==> config.mk <==
export PLATFORM = sky130hd
export DESIGN_NAME = memory_arbiter
export DESIGN_NICKNAME = d
export VERILOG_FILES = /design/src/rtl/cpu_types_pkg.sv /design/src/rtl/access_timer.sv /design/src/rtl/memory_arbiter.sv
export SDC_FILE = /design/constraint.sdc
export NUM_CORES = 1
export LEC_CHECK = 0
export ABC_AREA = 1
export CORE_MARGIN = 3
export CORE_UTILIZATION = 35
export CTS_BUF_LIST = sky130_fd_sc_hd__clkbuf_16
export DETAILED_ROUTE_END_ITERATION = 8
export PLACE_DENSITY = 0.67
export REMOVE_ABC_BUFFERS = 1
export SETUP_SLACK_MARGIN = 0.15
export SLEW_MARGIN = 20
export SYNTH_ARGS = -nofsm -noshare
export SYNTH_HDL_FRONTEND = slang
export SYNTH_SLANG_ARGS = --single-unit
==> constraint.sdc <==
create_clock -name CLK -period 2.05 [get_ports CLK]
set_clock_uncertainty 0.05 [all_clocks]
set_input_delay 0.5125 -clock CLK [delete_from_list [all_inputs] [get_ports CLK]]
set_output_delay 0.5125 -clock CLK [all_outputs]
set_load 0.02 [all_outputs]
==> src/rtl/cpu_types_pkg.sv <==
// Shared CPU types: RAM handshake states, word type and the memory arbiter's
// state and operation encodings.
package cpu_types_pkg;

    typedef logic [31:0] word_t;

    typedef enum logic [1:0] {
        FREE   = 2'd0,
        BUSY   = 2'd1,
        ACCESS = 2'd2,
        ERROR  = 2'd3
    } ramstate_t;

    typedef enum logic [1:0] {
        IDLE  = 2'd0,
        DATA  = 2'd1,
        INSTR = 2'd2,
        HIT   = 2'd3
    } arb_state_t;

    typedef enum logic [1:0] {
        OP_READ  = 2'd0,
        OP_WRITE = 2'd1,
        OP_FETCH = 2'd2
    } arb_op_t;

    // Load value returned when an access ends in ERROR or times out.
    localparam word_t ERR_WORD_DEFAULT = 32'hBAD1BAD1;

endpackage

==> src/rtl/access_timer.sv <==
// Saturating wait counter for one RAM access. Held at zero while clear is high,
// counts cycles while enable is high, and flags the last allowed cycle.
module access_timer #(
    parameter int TIMEOUT_CYCLES = 16,
    localparam int W = $clog2(TIMEOUT_CYCLES + 1)
) (
    input  logic clk,
    input  logic rst_n,
    input  logic clear,
    input  logic enable,
    output logic tc
);

    localparam logic [W-1:0] CNT_MAX = {W{1'b1}};
    localparam logic [W-1:0] TC_VAL  = W'(TIMEOUT_CYCLES - 1);

    logic [W-1:0] count_q;
    logic [W-1:0] count_d;

    // Next count: clear has priority, otherwise increment without wrapping.
    always_comb begin
        count_d = count_q;
        if (clear) begin
            count_d = '0;
        end else if (enable && (count_q != CNT_MAX)) begin
            count_d = count_q + 1'b1;
        end
    end

    // Count register.
    always_ff @(posedge clk or negedge rst_n) begin
        if (!rst_n) begin
            count_q <= '0;
        end else begin
            count_q <= count_d;
        end
    end

    assign tc = (count_q == TC_VAL);

endmodule

==> src/rtl/memory_arbiter.sv <==
// Single-port RAM arbiter between instruction fetch and data read/write.
// Data requests win over fetches. Every access is bounded by a timeout, and
// completion is reported through a one-cycle HIT state so a request dropped
// on the hit edge is never sampled again.
module memory_arbiter
    import cpu_types_pkg::*;
#(
    parameter int    TIMEOUT_CYCLES = 16,
    parameter word_t ERR_WORD       = ERR_WORD_DEFAULT
) (
    input  logic        CLK,
    input  logic        nRST,
    input  logic        iREN,
    input  logic [31:0] iaddr,
    input  logic        dREN,
    input  logic        dWEN,
    input  logic [31:0] daddr,
    input  logic [31:0] dstore,
    output logic        ihit,
    output logic        dhit,
    output logic [31:0] iload,
    output logic [31:0] dload,
    output logic        ramREN,
    output logic        ramWEN,
    output logic [31:0] ramaddr,
    output logic [31:0] ramstore,
    input  logic [31:0] ramload,
    input  ramstate_t   ramstate,
    output logic        err
);

    arb_state_t state_q, state_d;
    arb_op_t    op_q, op_d;
    word_t      addr_q, addr_d;
    word_t      store_q, store_d;
    word_t      iload_q, iload_d;
    word_t      dload_q, dload_d;
    logic       err_q, err_d;

    logic in_access;
    logic timeout;

    assign in_access = (state_q == DATA) || (state_q == INSTR);

    access_timer #(
        .TIMEOUT_CYCLES(TIMEOUT_CYCLES)
    ) u_timer (
        .clk    (CLK),
        .rst_n  (nRST),
        .clear  (!in_access),
        .enable (in_access),
        .tc     (timeout)
    );

    // Next state, request latching and load/err capture.
    always_comb begin
        state_d = state_q;
        op_d    = op_q;
        addr_d  = addr_q;
        store_d = store_q;
        iload_d = iload_q;
        dload_d = dload_q;
        err_d   = err_q;
        case (state_q)
            IDLE: begin
                if (dREN || dWEN) begin
                    op_d    = dWEN ? OP_WRITE : OP_READ;
                    addr_d  = daddr;
                    store_d = dstore;
                    state_d = DATA;
                end else if (iREN) begin
                    op_d    = OP_FETCH;
                    addr_d  = iaddr;
                    state_d = INSTR;
                end
            end
            DATA, INSTR: begin
                if (ramstate == ACCESS) begin
                    if (op_q == OP_READ) begin
                        dload_d = ramload;
                    end else if (op_q == OP_FETCH) begin
                        iload_d = ramload;
                    end
                    state_d = HIT;
                end else if ((ramstate == ERROR) || timeout) begin
                    // A failed write has nothing to return, so dload keeps its value.
                    if (op_q == OP_READ) begin
                        dload_d = ERR_WORD;
                    end else if (op_q == OP_FETCH) begin
                        iload_d = ERR_WORD;
                    end
                    err_d   = 1'b1;
                    state_d = HIT;
                end
            end
            HIT: begin
                state_d = IDLE;
            end
            default: begin
                state_d = IDLE;
            end
        endcase
    end

    // State and latched-request registers.
    always_ff @(posedge CLK or negedge nRST) begin
        if (!nRST) begin
            state_q <= IDLE;
            op_q    <= OP_READ;
            addr_q  <= '0;
            store_q <= '0;
            iload_q <= '0;
            dload_q <= '0;
            err_q   <= 1'b0;
        end else begin
            state_q <= state_d;
            op_q    <= op_d;
            addr_q  <= addr_d;
            store_q <= store_d;
            iload_q <= iload_d;
            dload_q <= dload_d;
            err_q   <= err_d;
        end
    end

    // RAM and hit outputs decoded from the current state and latched op.
    always_comb begin
        ramREN   = 1'b0;
        ramWEN   = 1'b0;
        ramaddr  = '0;
        ramstore = '0;
        ihit     = 1'b0;
        dhit     = 1'b0;
        case (state_q)
            DATA: begin
                ramaddr = addr_q;
                if (op_q == OP_WRITE) begin
                    ramWEN   = 1'b1;
                    ramstore = store_q;
                end else begin
                    ramREN = 1'b1;
                end
            end
            INSTR: begin
                ramaddr = addr_q;
                ramREN  = 1'b1;
            end
            HIT: begin
                ihit = (op_q == OP_FETCH);
                dhit = (op_q != OP_FETCH);
            end
            default: begin
            end
        endcase
    end

    assign iload = iload_q;
    assign dload = dload_q;
    assign err   = err_q;

endmodule

Word-level counts from Yosys, hierarchy flattened
Cells that the tools add are included.

Register bits after elaboration: 138.

$add $sub $neg: 1. Equal/unequal tests: 13. Muxes and demuxes: 30. Bitwise operators: 2. Reduce and logical (&&, ||, !) cells: 15.

Operators by type and width (count): $mux W32 (15); $eq A2 B2 Y1 const B (5); $mux W2 (5); $mux W5 (2); $mux W1 (6); $pmux W2 S3 (1); $reduce_and A2 Y1 (3); $reduce_and A3 Y1 (2); $add A5 B1 Y5 const B (1); $eq A5 B4 Y1 const B (1); $ne A5 B5 Y1 const B (1); $eq A2 B1 Y1 const B (2); $logic_not A2 Y1 (2); $ne A2 B2 Y1 const B (2); $reduce_and A4 Y1 (1); $reduce_bool A2 Y1 (2); $logic_or A1 B1 Y1 (3); $ne A3 B1 Y1 const B (1); $ne A3 B3 Y1 const B (1); $not A1 Y1 (2); $pmux W1 S2 (1); $reduce_or A2 Y1 (1); $logic_and A1 B1 Y1 (1).

Longest topological paths before layout
Depth after elaboration: 5. Depth in mapped cells: 10.

Modules after synthesis
Synthesis repeated with hierarchy kept, for this count alone.

Cell total of the unflattened synthesis: 813. Area, all modules: 6356.1 µm².

Modules (own cells, without submodules): memory_arbiter (times used 1, cells an instance 776, area each 6075.8 µm², sequential area each 3328.2 µm²); access_timer (times used 1, cells an instance 37, area each 280.3 µm², sequential area each 125.1 µm²).

Worst setup path before layout
OpenSTA, ideal clock, no wires.

Path kind: register -> output. Start: register state_q[0]. End: output ramaddr[11]. Arrival time: 1.359 ns. Required time: 1.487 ns. Path slack: 0.128 ns. Stages on the path, launching flop included: 7. Path buffers: 2. Cell sequence: dfrtp_1 inv_1 ha_1 buf_2 buf_2 nand2_1 inv_1.

Cells in the longest elaborated chain, start to end: 3. Elaborated cells on any way between the ends: 4.

RTL lines: start: declaration (RTL line memory_arbiter.sv:32) `arb_state_t state_q, state_d;`; start signal: assignment (RTL line memory_arbiter.sv:116) `state_q <= state_d;`; $eq A2 B1 Y1 / $eq A2 B2 Y1 (equally long branches) (RTL line memory_arbiter.sv:134) `case (state_q)`; $reduce_or A2 Y1 (no source line) (*); $mux W32 (*) (RTL line memory_arbiter.sv:134); end: declaration (RTL line memory_arbiter.sv:25) `output logic [31:0] ramaddr,`.

Every way passes the cells marked *; elsewhere a longest branch is shown, timed or not.

Final worst setup path
Start: register state_q[0]. End: output ramaddr[28].

Same word-level chain as after synthesis.

==> key figures <==
Pwr
  • VDD IR-drop max: 0.000863 V
  • Power Total: 17.2 mW
  • Clock power frac: 18.6%
  • Power per cell area: 1580 mW/mm2
  • Combinational Power Share: 54.1%
  • Sw Share: 41.7%
  • Seq pwr share: 27.3%
  • NetSw: 7.19 mW
  • Internal Power: 10.0 mW
  • LEAKAGE: 5.56 nW

Yosys
  • Mean Syn Cell Area: 8.05 um2
  • Number of synthesis warnings: 0
  • Yosys reg bits: 138
  • Synth area leaders: dfrtp_1 53%, nand2_1 18%, o21ai_1 5.4%
  • Netlist cell types: 24
  • Yosys top cell area share: 53.2%
  • Yosys top cell by area: dfrtp_1
  • Post-Syn Instances: 807
  • Register area share after synthesis: 53.2%
  • Synthesized area: 0.00649 mm2

Place
  • DP HPWL: 13400 um
  • Gpl congestion: 0.816
  • Number of port buffers: 267
  • Placed instance count: 1290
  • Place WS: -0.307 ns

Floorplan
  • Num ports: 268
  • Die Wd: 142 um
  • Die area: 0.0202 mm2
  • Row Count: 49
  • Area of the core: 0.0181 mm2
  • Die H: 142 um
  • Initial Util: 35.9%

STA
  • Unrepaired setup endpoints after global routing: true
  • Worst setup margin: -0.203 ns
  • Hold Vio Cnt, Final: 0
  • Max Fclk: 444 MHz
  • Final Slew Violations: 0
  • Tmin final: 2.25 ns
  • Tcrit/Tclk final: 110%
  • Worst slew margin: 78.1%
  • Slew @ Worst Pin: 0.329 ns
  • # setup viols final: 68

Global routing
  • Total gr overflow: 0
  • Vias in the first global route: 5909
  • Grt met2 use: 30.2%
  • Gr busiest metal: met2
  • Total Routing Usage GR: 19.0%
  • Largest net degree at the start of global routing: 65
  • Global-route wire length before repair: 30700 um
  • Met3 usage in global routing: 5.98%
  • Met1 usage: 25.5%
  • Initial antenna violation count: 0

Cells and area
  • Layout cell share with drive strength beyond 1: 26.7%
  • Fillers: 1593
  • N_diodes: 0
  • Most frequent cells in the layout: 280 x nand2_1, 138 x dfrtp_1, 133 x clkdlybuf4s50_1
  • Leading cell type in the layout, fill and taps excluded: nand2_1
  • FF/Latch Area: 0.00345 mm2
  • Multi-input logic area: 0.00293 mm2
  • Nets: 1244
  • Post-synthesis to final-layout area growth: 68.2%
  • Final Non-Filler Cells: 1343

CTS
  • Clock Latency Late Sink: 0.41 ns
  • Clock sink count: 138
  • Clock tree buffer depth: 2
  • CTS tree: built
  • H-Tree Depth: 4
  • Num CTS Buffers: 17
  • Clock-pin slew on the worst setup and hold paths: 0.06 ns
  • CTS Root Cell: clkbuf_16

Critical path
  • CP Max Fanout: 8
  • CP cell instances: inv_2 -> ha_4 -> buf_12 -> clkbuf_16 -> nand2_4 -> inv_2 -> buf_6
  • Crit Path Category: flop to output port
  • CP max-delay cell: dfrtp_1
  • WP buf/inv: 5
  • Req. time, crit path: 1.49 ns
  • CP delay by family, top: buffers and inverters
  • Worst EP arrival: 1.69 ns
  • CP Capture Type: output port
  • Max incr delay on CP: 0.39 ns
  • Most used cell, CP: inv_2
  • CP Launch Type: flop

Detailed routing
  • DRT iter0 DRCs: 155
  • Final WL: 20600 um
  • Final ANT Viol Nets: 0
  • Via count: 6144
  • First-pass iteration count of the detailed router: 4
  • Vias/cell: 4.57
  • DRC violations left: 0
  • WL/cell: 15.3 um

Job
  • Max_cap viols: 0

Run status
  • Status: finished with violations
  • Failing checks: setup timing

Min path
  • Worst min path class: flop to flop
## state kept, by name, indices dropped and copies added, names as in the netlist
| signal | flops |
|---|---|
| addr_q | 32 |
| dload | 32 |
| iload | 32 |
| store_q | 32 |
| u_timer.count_q | 5 |
| op_q | 2 |
| state_q | 2 |
| err | 1 |
## what timing repair did
item | in CTS | in global routing
cloned | 3 | 7
hold buffers | 1 | 0
gates resized for setup | 448 | 155
pin swaps | 5 | 12
setup endpoints to repair | 197 | 123
buffers inserted | 7 | 3
hold endpoints to repair | 28 | 0
## path summary, 6_finish.rpt
check,startpoint,end,slack [ns],cells past startpoint
min in group asynchronous,nRST,dload[14]$_DFFE_PN0P_,0.50,2
worst min-delay path,err$_DFFE_PN0P_,err$_DFFE_PN0P_,0.42,1
worst min register to register,err$_DFFE_PN0P_,err$_DFFE_PN0P_,0.42,1
max in group asynchronous,nRST,iload[11]$_DFFE_PN0P_,0.78,3
worst max-delay path,state_q[0]$_DFFE_PN0P_,ramaddr[28],-0.20,7
worst max register to register,state_q[0]$_DFFE_PN0P_,iload[11]$_DFFE_PN0P_,0.16,11
## kinds of logic after synthesis
group,Yosys count,synth area share [%]
AND/OR/NAND/NOR,402,24.4
adder cells (fa/ha/maj),8,1.54
AO/OA/AOI/OAI,136,12.2
flip-flops,138,53.2
buffers and inverters,123,8.67
## synthesized netlist by cell type
cell type,n
o21ai_4,1
o21ai_0,34
buf_4,7
o31ai_1,1
nor2_2,1
o21ai_1,70
buf_6,5
dfrtp_1,138
nand2_1,319
nand3_1,6
buf_2,21
o21ai_2,26
clkbuf_1,11
a21o_1,1
nor2_8,2
nor2_1,63
a21oi_1,3
nand2_2,9
nor3_1,1
inv_2,1
nor2_4,1
buf_8,1
inv_1,77
ha_1,8
## power by group through the flow
stage | combinational, mW | sequential, mW | clock (mW)
5_1_grt | 10.1 | 4.84 | 3.41
3_5_place_dp | 8.00 | 4.60 | 0
2_1_floorplan | 3.47 | 5.17 | 0
4_1_cts | 8.33 | 4.56 | 3.29
6_report | 9.33 | 4.70 | 3.20
3_3_place_gp | 7.84 | 4.59 | 0
## per-stage QoR
stage | TNS (ns) | utilization [%] | hold slack, ns | area (um2)
2_1_floorplan | -38.68 | - | 0.167 | 6220
3_3_place_gp | -12.22 | 53.0 | 0.365 | 9580
3_5_place_dp | -14.86 | 53.0 | 0.365 | 9580
4_1_cts | -12.28 | 57.0 | 0.424 | 10300
5_1_grt | -15.57 | 60.4 | 0.439 | 10900
6_report | -10.17 | 60.4 | 0.422 | 10900
## cell type report
type	count	area share, %
Sequential cell	138	31.6
Timing Repair Buffer	320	30.6
Inverter	78	2.73
Clock buffer	17	3.89
Tap cell	229	2.62
Clock inverter	15	1.72
Multi-Input combinational cell	546	26.8
## layer usage
| metal | routed length (um) | vias to the layer above |
|---|---|---|
| met2 | 9940 | 215 |
| met1 | 8840 | 2833 |
| met5 | 0 | - |
| met3 | 1660 | 6 |
| li1 | - | 3090 |
| met4 | 135 | 0 |
No activity file was read; power rests on OpenSTA's default activity.
